File: config.mk
export PLATFORM = sky130hd
export DESIGN_NAME = fpu_mul_arb
export DESIGN_NICKNAME = d
export VERILOG_FILES = /design/src/rtl/fpu_mul_arb.sv
export SDC_FILE = /design/constraint.sdc
export NUM_CORES = 2
export LEC_CHECK = 0
export CAP_MARGIN = 20
export CORE_MARGIN = 2
export CORE_UTILIZATION = 60
export DETAILED_ROUTE_END_ITERATION = 16
export DONT_BUFFER_PORTS = 1
export PLACE_DENSITY = 0.79
export SLEW_MARGIN = 20
export SYNTH_ARGS = -nofsm -noshare
export SYNTH_HDL_FRONTEND = slang
export SYNTH_HIERARCHICAL = 1
export SYNTH_SLANG_ARGS = --single-unit
File: constraint.sdc
create_clock -name clk -period 10.25 [get_ports clk]
set_input_delay 2.05 -clock clk [delete_from_list [all_inputs] [get_ports clk]]
set_output_delay 2.05 -clock clk [all_outputs]
set_load 0.01 [all_outputs]
File: src/rtl/fpu_mul_arb.sv
// rtl/fpu_mul_arb.sv - two-requester arbiter time-sharing one combinational fp multiplier

// fp_mul: single-precision multiply, round-to-nearest-even, subnormals flushed to zero.
module fp_mul (
  input  logic [31:0] a,
  input  logic [31:0] b,
  output logic [31:0] result
);
  logic        sign, norm, guard, sticky, round_up;
  logic        a_zero, b_zero, a_inf, b_inf, a_nan, b_nan;
  logic [47:0] prod;
  logic [22:0] mant;
  logic [23:0] mant_r;
  logic [10:0] e_biased;
  logic [7:0]  e_out;

  always_comb begin
    sign   = a[31] ^ b[31];
    a_zero = (a[30:23] == 8'd0);
    b_zero = (b[30:23] == 8'd0);
    a_inf  = (a[30:23] == 8'hFF) && (a[22:0] == 23'd0);
    b_inf  = (b[30:23] == 8'hFF) && (b[22:0] == 23'd0);
    a_nan  = (a[30:23] == 8'hFF) && (a[22:0] != 23'd0);
    b_nan  = (b[30:23] == 8'hFF) && (b[22:0] != 23'd0);
    prod   = {24'd0, 1'b1, a[22:0]} * {24'd0, 1'b1, b[22:0]};
    norm   = prod[47];
    if (norm) begin
      mant   = prod[46:24];
      guard  = prod[23];
      sticky = |prod[22:0];
    end else begin
      mant   = prod[45:23];
      guard  = prod[22];
      sticky = |prod[21:0];
    end
    round_up = guard && (sticky || mant[0]);
    mant_r   = {1'b0, mant} + {23'd0, round_up};
    // Exponent kept biased twice (ea+eb); subtracting 127 mod 256 yields the field
    e_biased = {3'd0, a[30:23]} + {3'd0, b[30:23]} + {10'd0, norm} + {10'd0, mant_r[23]};
    e_out    = e_biased[7:0] - 8'd127;
    if (a_nan || b_nan || (a_inf && b_zero) || (b_inf && a_zero))
      result = 32'h7FC0_0000;
    else if (a_inf || b_inf)
      result = {sign, 8'hFF, 23'd0};
    else if (a_zero || b_zero || e_biased <= 11'd127)
      result = {sign, 31'd0};
    else if (e_biased >= 11'd382)
      result = {sign, 8'hFF, 23'd0};
    else
      result = {sign, e_out, mant_r[22:0]};
  end
endmodule

module fpu_mul_arb #(
  parameter int unsigned LATENCY = 2
) (
  input  logic        clk,
  input  logic        rst,
  input  logic        req0_valid,
  input  logic [31:0] req0_a,
  input  logic [31:0] req0_b,
  output logic        req0_ready,
  input  logic        req1_valid,
  input  logic [31:0] req1_a,
  input  logic [31:0] req1_b,
  output logic        req1_ready,
  output logic        resp_valid,
  output logic        resp_id,
  output logic [31:0] resp_result,
  input  logic        resp_ready,
  output logic        busy
);
  typedef enum logic [1:0] {IDLE, EXEC, RESP} state_t;

  localparam logic [3:0] CNT_INIT = 4'(LATENCY - 1);

  state_t      state, state_nx;
  logic [31:0] op_a, op_b, mul_result;
  logic        op_id, ptr, grant_id, accept;
  logic [3:0]  cnt;

  fp_mul u_fp_mul (.a(op_a), .b(op_b), .result(mul_result));

  // Round-robin pointer only matters when both requesters contend
  always_comb begin
    grant_id = 1'b0;
    if (req0_valid && req1_valid) grant_id = ptr;
    else if (req1_valid)          grant_id = 1'b1;
  end

  assign req0_ready = (state == IDLE) && !rst && req0_valid && !grant_id;
  assign req1_ready = (state == IDLE) && !rst && req1_valid && grant_id;
  assign accept     = req0_ready || req1_ready;
  assign busy       = (state != IDLE);

  always_comb begin
    state_nx = state;
    case (state)
      IDLE:    if (accept) state_nx = EXEC;
      EXEC:    if (cnt == 4'd0) state_nx = RESP;
      RESP:    if (resp_valid && resp_ready) state_nx = IDLE;
      default: state_nx = IDLE;
    endcase
  end

  always_ff @(posedge clk) begin
    if (rst) state <= IDLE;
    else     state <= state_nx;
  end

  always_ff @(posedge clk) begin
    if (rst) begin
      op_a        <= 32'd0;
      op_b        <= 32'd0;
      op_id       <= 1'b0;
      ptr         <= 1'b0;
      cnt         <= 4'd0;
      resp_valid  <= 1'b0;
      resp_id     <= 1'b0;
      resp_result <= 32'd0;
    end else begin
      case (state)
        IDLE: if (accept) begin
          op_a  <= grant_id ? req1_a : req0_a;
          op_b  <= grant_id ? req1_b : req0_b;
          op_id <= grant_id;
          ptr   <= ~grant_id;
          cnt   <= CNT_INIT;
        end
        EXEC: begin
          if (cnt != 4'd0) begin
            cnt <= cnt - 4'd1;
          end else begin
            resp_valid  <= 1'b1;
            resp_id     <= op_id;
            resp_result <= mul_result;
          end
        end
        RESP: if (resp_ready) resp_valid <= 1'b0;
        default: ;
      endcase
    end
  end
endmodule

# Word-level counts from Yosys, hierarchy flattened

Cells that the tools add are included.
Widths: inputs -> output; s select.

Register bits: 106
Latch bits: 0
Memory bits (writable): 0
Bits in read-only memories: 0
Bits of input ports: 133
Output and inout port bits: 37
Memories kept: 0

Add/sub/neg operators: 6
$mul: 1
Divide/modulo/power cells: 0
Magnitude comparators: 2
Equality and inequality tests: 10
Shifts and indexed selects: 0
Mux-type cells: 21
Bitwise gates (word level): 3
Reductions and logical operators: 43

Operator list:

| cell                | count |
|---|---|
| $mux 32             | 3 |
| $mux 31             | 3 |
| $mul 24x24->48      | 1 |
| $logic_not 23->1    | 2 |
| $reduce_bool 23->1  | 2 |
| $add 23x1->24       | 1 |
| $mux 23             | 1 |
| $reduce_or 23->1    | 1 |
| $add 11x1->11       | 2 |
| $reduce_or 22->1    | 1 |
| $eq 8x8->1 const B  | 2 |
| $logic_not 8->1     | 2 |
| $logic_and 1x1->1   | 14 |
| $ne 2x2->1 const B  | 6 |
| $ge 11x9->1 const B | 1 |
| $le 11x7->1 const B | 1 |
| $add 8x8->9         | 1 |
| $reduce_and 3->1    | 3 |
| $logic_or 1x1->1    | 8 |
| $mux 4              | 2 |
| $pmux 4 s2          | 1 |
| $sub 8x7->8 const B | 1 |
| $mux 1              | 6 |
| $mux 2              | 3 |
| 13 further kinds    | 18 |

# Longest topological paths before layout

Word-level depth: 12
Depth in mapped cells: 46
Mapped depth without buffers: 41

# Hierarchy

The synthesis kept the hierarchy.

Modules (own cells, without submodules):

| module      | instances | cells each | area each (um^2) | sequential area each (um^2) |
|---|---|---|---|---|
| fp_mul      | 1         | 2631       | 21783.4          | 0.0 |
| fpu_mul_arb | 1         | 499        | 4530.6           | 2122.0 |

# Least setup slack after synthesis

OpenSTA, ideal clock, no wires.

Path type: register to register
Start: register op_b[12]
End: register resp_result[20]
Setup time: 0.070 ns
Arrival: 10.480 ns
Setup slack: -0.300 ns
Cell stages (with the launch flop): 42
Clock period less this slack: 10.550 ns
Cells stage by stage: dfxtp_1 > clkbuf_1 > clkbuf_1 > nand2_1 > fa_1 > inv_1 > fa_1 > inv_1 > fa_1 > inv_1 > fa_1 > fa_1 > fa_1 > inv_1 > fa_1 > inv_1 > ha_1 > a21oi_1 > [... 6 more ...] > buf_2 > buf_1 > fa_1 > inv_1 > fa_1 > a21o_1 > a21oi_1 > xnor2_1 > nor4_2 > nand3_1 > xnor2_1 > o311a_1 > or4b_1 > clkbuf_1 > or4_1 > nand3_1 > nand3_1 > a21oi_1

Word-level cells in the longest chain between the ends: 12
Elaborated cells on any way between the ends: 27

RTL lines:

| element                                              | RTL line | RTL |
|---|---|---|
| from (decl)                                          | 78       | `logic [31:0] op_a, op_b, mul_result;` |
| from (signal assigned)                               | 125      | `op_b <= grant_id ? req1_b : req0_b;` |
| $mul 24x24->48                                       | 25       | `prod = {24'd0, 1'b1, a[22:0]} * {24'd0, 1'b1, b[22:0]};` |
| $reduce_or 23->1 or $reduce_or 22->1 (tied branches) | 30, 34   |  |
| $mux 1                                               | 27       | `if (norm) begin` |
| $logic_or 1x1->1                                     | 36       | `round_up = guard && (sticky \|\| mant[0]);` |
| $logic_and 1x1->1                                    | 36       |  |
| $add 23x1->24                                        | 37       | `mant_r = {1'b0, mant} + {23'd0, round_up};` |
| $add 11x1->11                                        | 39       | `e_biased = {3'd0, a[30:23]} + {3'd0, b[30:23]} + {10'd0, norm} + {10'd0, mant_r[23]};` |
| $ge 11x9->1 or $le 11x7->1 (tied branches)           | 47, 45   |  |
| $mux 31 or $logic_or 1x1->1 (tied branches)          | 47, 45   |  |
| $mux 31                                              | 45       | `else if (a_zero \|\| b_zero \|\| e_biased <= 11'd127)` |
| $mux 31                                              | 43       | `else if (a_inf \|\| b_inf)` |
| $mux 32 *                                            | 41       | `if (a_nan \|\| b_nan \|\| (a_inf && b_zero) \|\| (b_inf && a_zero))` |
| named net mul_result[20]                             | 78       |  |
| to (signal assigned)                                 | 136      | `resp_result <= mul_result;` |
| to (decl)                                            | 69       | `output logic [31:0] resp_result,` |

The timed path passes the listed nets; every way through them passes the cells marked *.
A chain may end at the register's enable or synchronous reset.

# Final worst setup path

Start: register op_b[20]
End: register resp_result[20]

Same word-level chain as after synthesis.

==> impl_results.md <==
* Worst R2R Start: op_b[20]
* DRC at 0
* # hold bufs at CTS at 0
* Post-synth EDFFs at 0
* Seq/Total Area, Yosys at 8.06%
* Total track usage at 37.4%
* Initial core utilization at 61.0%
* Longest Clk Path Bufs at 2
* Filler cells at 3411
* Crit path from: op_b[20]
* Crit path buffers/inverters at 8
* Die Area at 0.0455 mm2
* Period Utilization, post-route at 97.8%
* Fraction of registers with async set/reset at 0%
* CTS tree: yes
* I/O pins at 170
* Syn_area_per_cell at 8.41 um2
* Endpoint class of the critical path: flip-flop
* Synth warn at 6
* Area Growth Syn to Fin at 16.0%
* Worst reg-to-reg path cell count at 36
* Reg2reg setup slack at 0.22 ns
* Pwr/cell area at 308 mW/mm2
* Grt total ovfl at 0
* Clock slew at reported path FFs at 0.08 ns
* Die width at 213 um
* Max Slew Vio Count at 0
* N_diodes at 0
* Final setup violation count at 0
* Hold Path Sink: op_id
* Final Wtd Congestion at 1.00
* # rows at 76
* Top post-synthesis cells by area: fa_1 (37%), ha_1 (8.9%), inv_1 (8.8%), dfxtp_1 (8.1%), and2_1 (6.0%)
* Worst setup SP type: flip-flop
* Synthesized cell area at 0.0263 mm2
* Core Region at 0.0432 mm2
* Nets at 4157
* Worst-path fanout max at 16
* # H-tree levels at 3
* Final hold violation count at 0
* First-pass GRT wire length at 130000 um
* Max cap viols at 0
* DRT Pass-1 Iters at 5
* Netlist cell types at 89
* Max stage delay on crit path at 0.59 ns
* Hold_ws at 0.494 ns
* Routed length per instance at 21.6 um
* Outcome: complete, no violations
* Number of global-route vias before repair at 24094
* Antenna viol nets, final at 0
* Unrepaired setup endpoints after global routing: true
* Hold Path Depth at 1
* CP max-delay cell: dfxtp_1
* DP Wirelength at 71100 um
* Clock sinks at 106
* Worst hold path class: reg2reg
* Via count at 23343
* TritonCTS Buffers at 9
* Worst Tran Pin Value at 0.850 ns
* Worst vdd ir at 315 uV
* Layout cells sized above 1 at 18.6%
* Min cycle time layout at 10.03 ns
* Leakage at 14.7 nW
* Setup Skew at 0.0138 ns
* WP data required at 10.56 ns
* Post-DP Area at 0.0291 mm2
* Post-synth top area cell: fa_1
* Gate Count Post-Synth at 3130
* R2r endpoint: resp_result[20]
* Share of the synthesized area in the top cell type at 36.8%
* Initial antenna violation count at 4
* Commonest non-fill, non-tap cells in the layout: inv_1 (613), fa_1 (475), nand2_1 (392), buf_4 (368), and2_1 (249)
* Commonest non-fill, non-tap cell in the layout: inv_1
* Hold_sp: op_id
* Final instance area at 0.0305 mm2
* Die height at 213 um
* Primary FF master, synth: dfxtp_1
* Fmax at 0.0997 GHz
* Critical path's top delay family: adder cells
* I/O Buffers at 0
* CP Data Arrival Time at 10.34 ns
* Root buffer cell: clkbuf_16
* Post-synthesis register bit count at 106
* Net Count, Synth at 3934
* Drt via density at 5.92
* Max_slew headroom at 43.3%
* WL final at 85200 um
* Worst Setup Path Type: reg2reg
* Largest net degree at the start of global routing at 70
* Iter 0 DRT Violations at 1955
* Most used cell, CP: fa_1
* Clock latency at the later pin of the worst-skew pair at 0.39 ns
[metrics by stage]
step           std cells  TNS, ns  setup WS, ns  utilization, %  power (mW)
2_1_floorplan       3130        0       0.00832               -        5.05
3_3_place_gp        3894    -8.06        -0.490            67.5        8.10
3_5_place_dp        3894    -9.98        -0.549            67.5        8.20
4_1_cts             3911        0      0.000663            68.7        8.78
5_1_grt             3943    -2.02        -0.155            70.7        10.1
6_report            3943        0         0.225            70.7        9.41
[final cells by class]
cell class | count | area, um2 | area share [%]
Multi-Input combinational cell | 2220 | 21800 | 71.4
Tap cell | 585 | 732 | 2.40
Clock inverter | 5 | 46.3 | 0.152
Inverter | 625 | 2360 | 7.72
Timing Repair Buffer | 391 | 3120 | 10.2
Sequential cell | 106 | 2230 | 7.30
Clock buffer | 11 | 243 | 0.796
[report_power, final]
group	total [mW]	internal (mW)	switching, mW
Combinational	8.39	3.58	4.81
Sequential	0.672	0.499	0.173
Clock	0.354	0.176	0.179
Total	9.41	4.25	5.16
[kinds of logic after synthesis]
kind of cell / share of synthesized area, %
xor gates and xnor gates: 2.33
AOI/OAI and AO/OA: 10.7
and+or+nand+nor: 20.5
DFF: 8.06
adders and majority gates: 45.7
muxes: 0.808
buffers and inverters: 11.8
[cell usage after synthesis (27+ instances only)]
| cell type | count |
|---|---|
| a21oi_1 | 114 |
| a221o_1 | 68 |
| and2_1 | 254 |
| buf_2 | 27 |
| clkbuf_1 | 133 |
| dfxtp_1 | 106 |
| fa_1 | 484 |
| ha_1 | 187 |
| inv_1 | 620 |
| nand2_1 | 397 |
| nand3_1 | 62 |
| nor2_1 | 105 |
| nor3_1 | 78 |
| nor3_2 | 28 |
| nor4_1 | 30 |
| o21ai_0 | 73 |
| xnor2_1 | 45 |
[sequential cells by signal (all words and copies together) (netlist names)]
| register | flops |
|---|---|
| cnt | 4 |
| resp_result | 32 |
| ptr | 1 |
| op_id | 1 |
| op_b | 32 |
| state | 2 |
| resp_valid | 1 |
| resp_id | 1 |
| op_a | 32 |
[what timing repair did]
item / CTS / global route
endpoints found under the setup margin: 31 / 31
pin swaps: 13 / 68
setup buffers: 1 / 32
hold endpoints to repair: 0 / 0
gates resized for setup: 72 / 141
[how the worst max path moves through the flow]
| stage | slack, ns | endpoint | cells past startpoint |
|---|---|---|---|
| after CTS | 0.0007 | resp_result[20] | 39 |
| after global routing | -0.16 | resp_result[21] | 42 |
| after detailed placement | -0.55 | resp_result[20] | 37 |
| final | 0.22 | resp_result[20] | 36 |
| after floorplan | 0.008 | resp_result[20] | 41 |
| after global placement | -0.49 | resp_result[20] | 37 |
[routing by layer]
metal	track usage [%]	vias up	wire length [um]
met4	16.2	6	4060
li1	-	10320	-
met5	0	-	41
met2	62.5	1124	41300
met3	9.33	247	7500
met1	46.2	11646	32300
No activity file was read; power rests on OpenSTA's default activity.
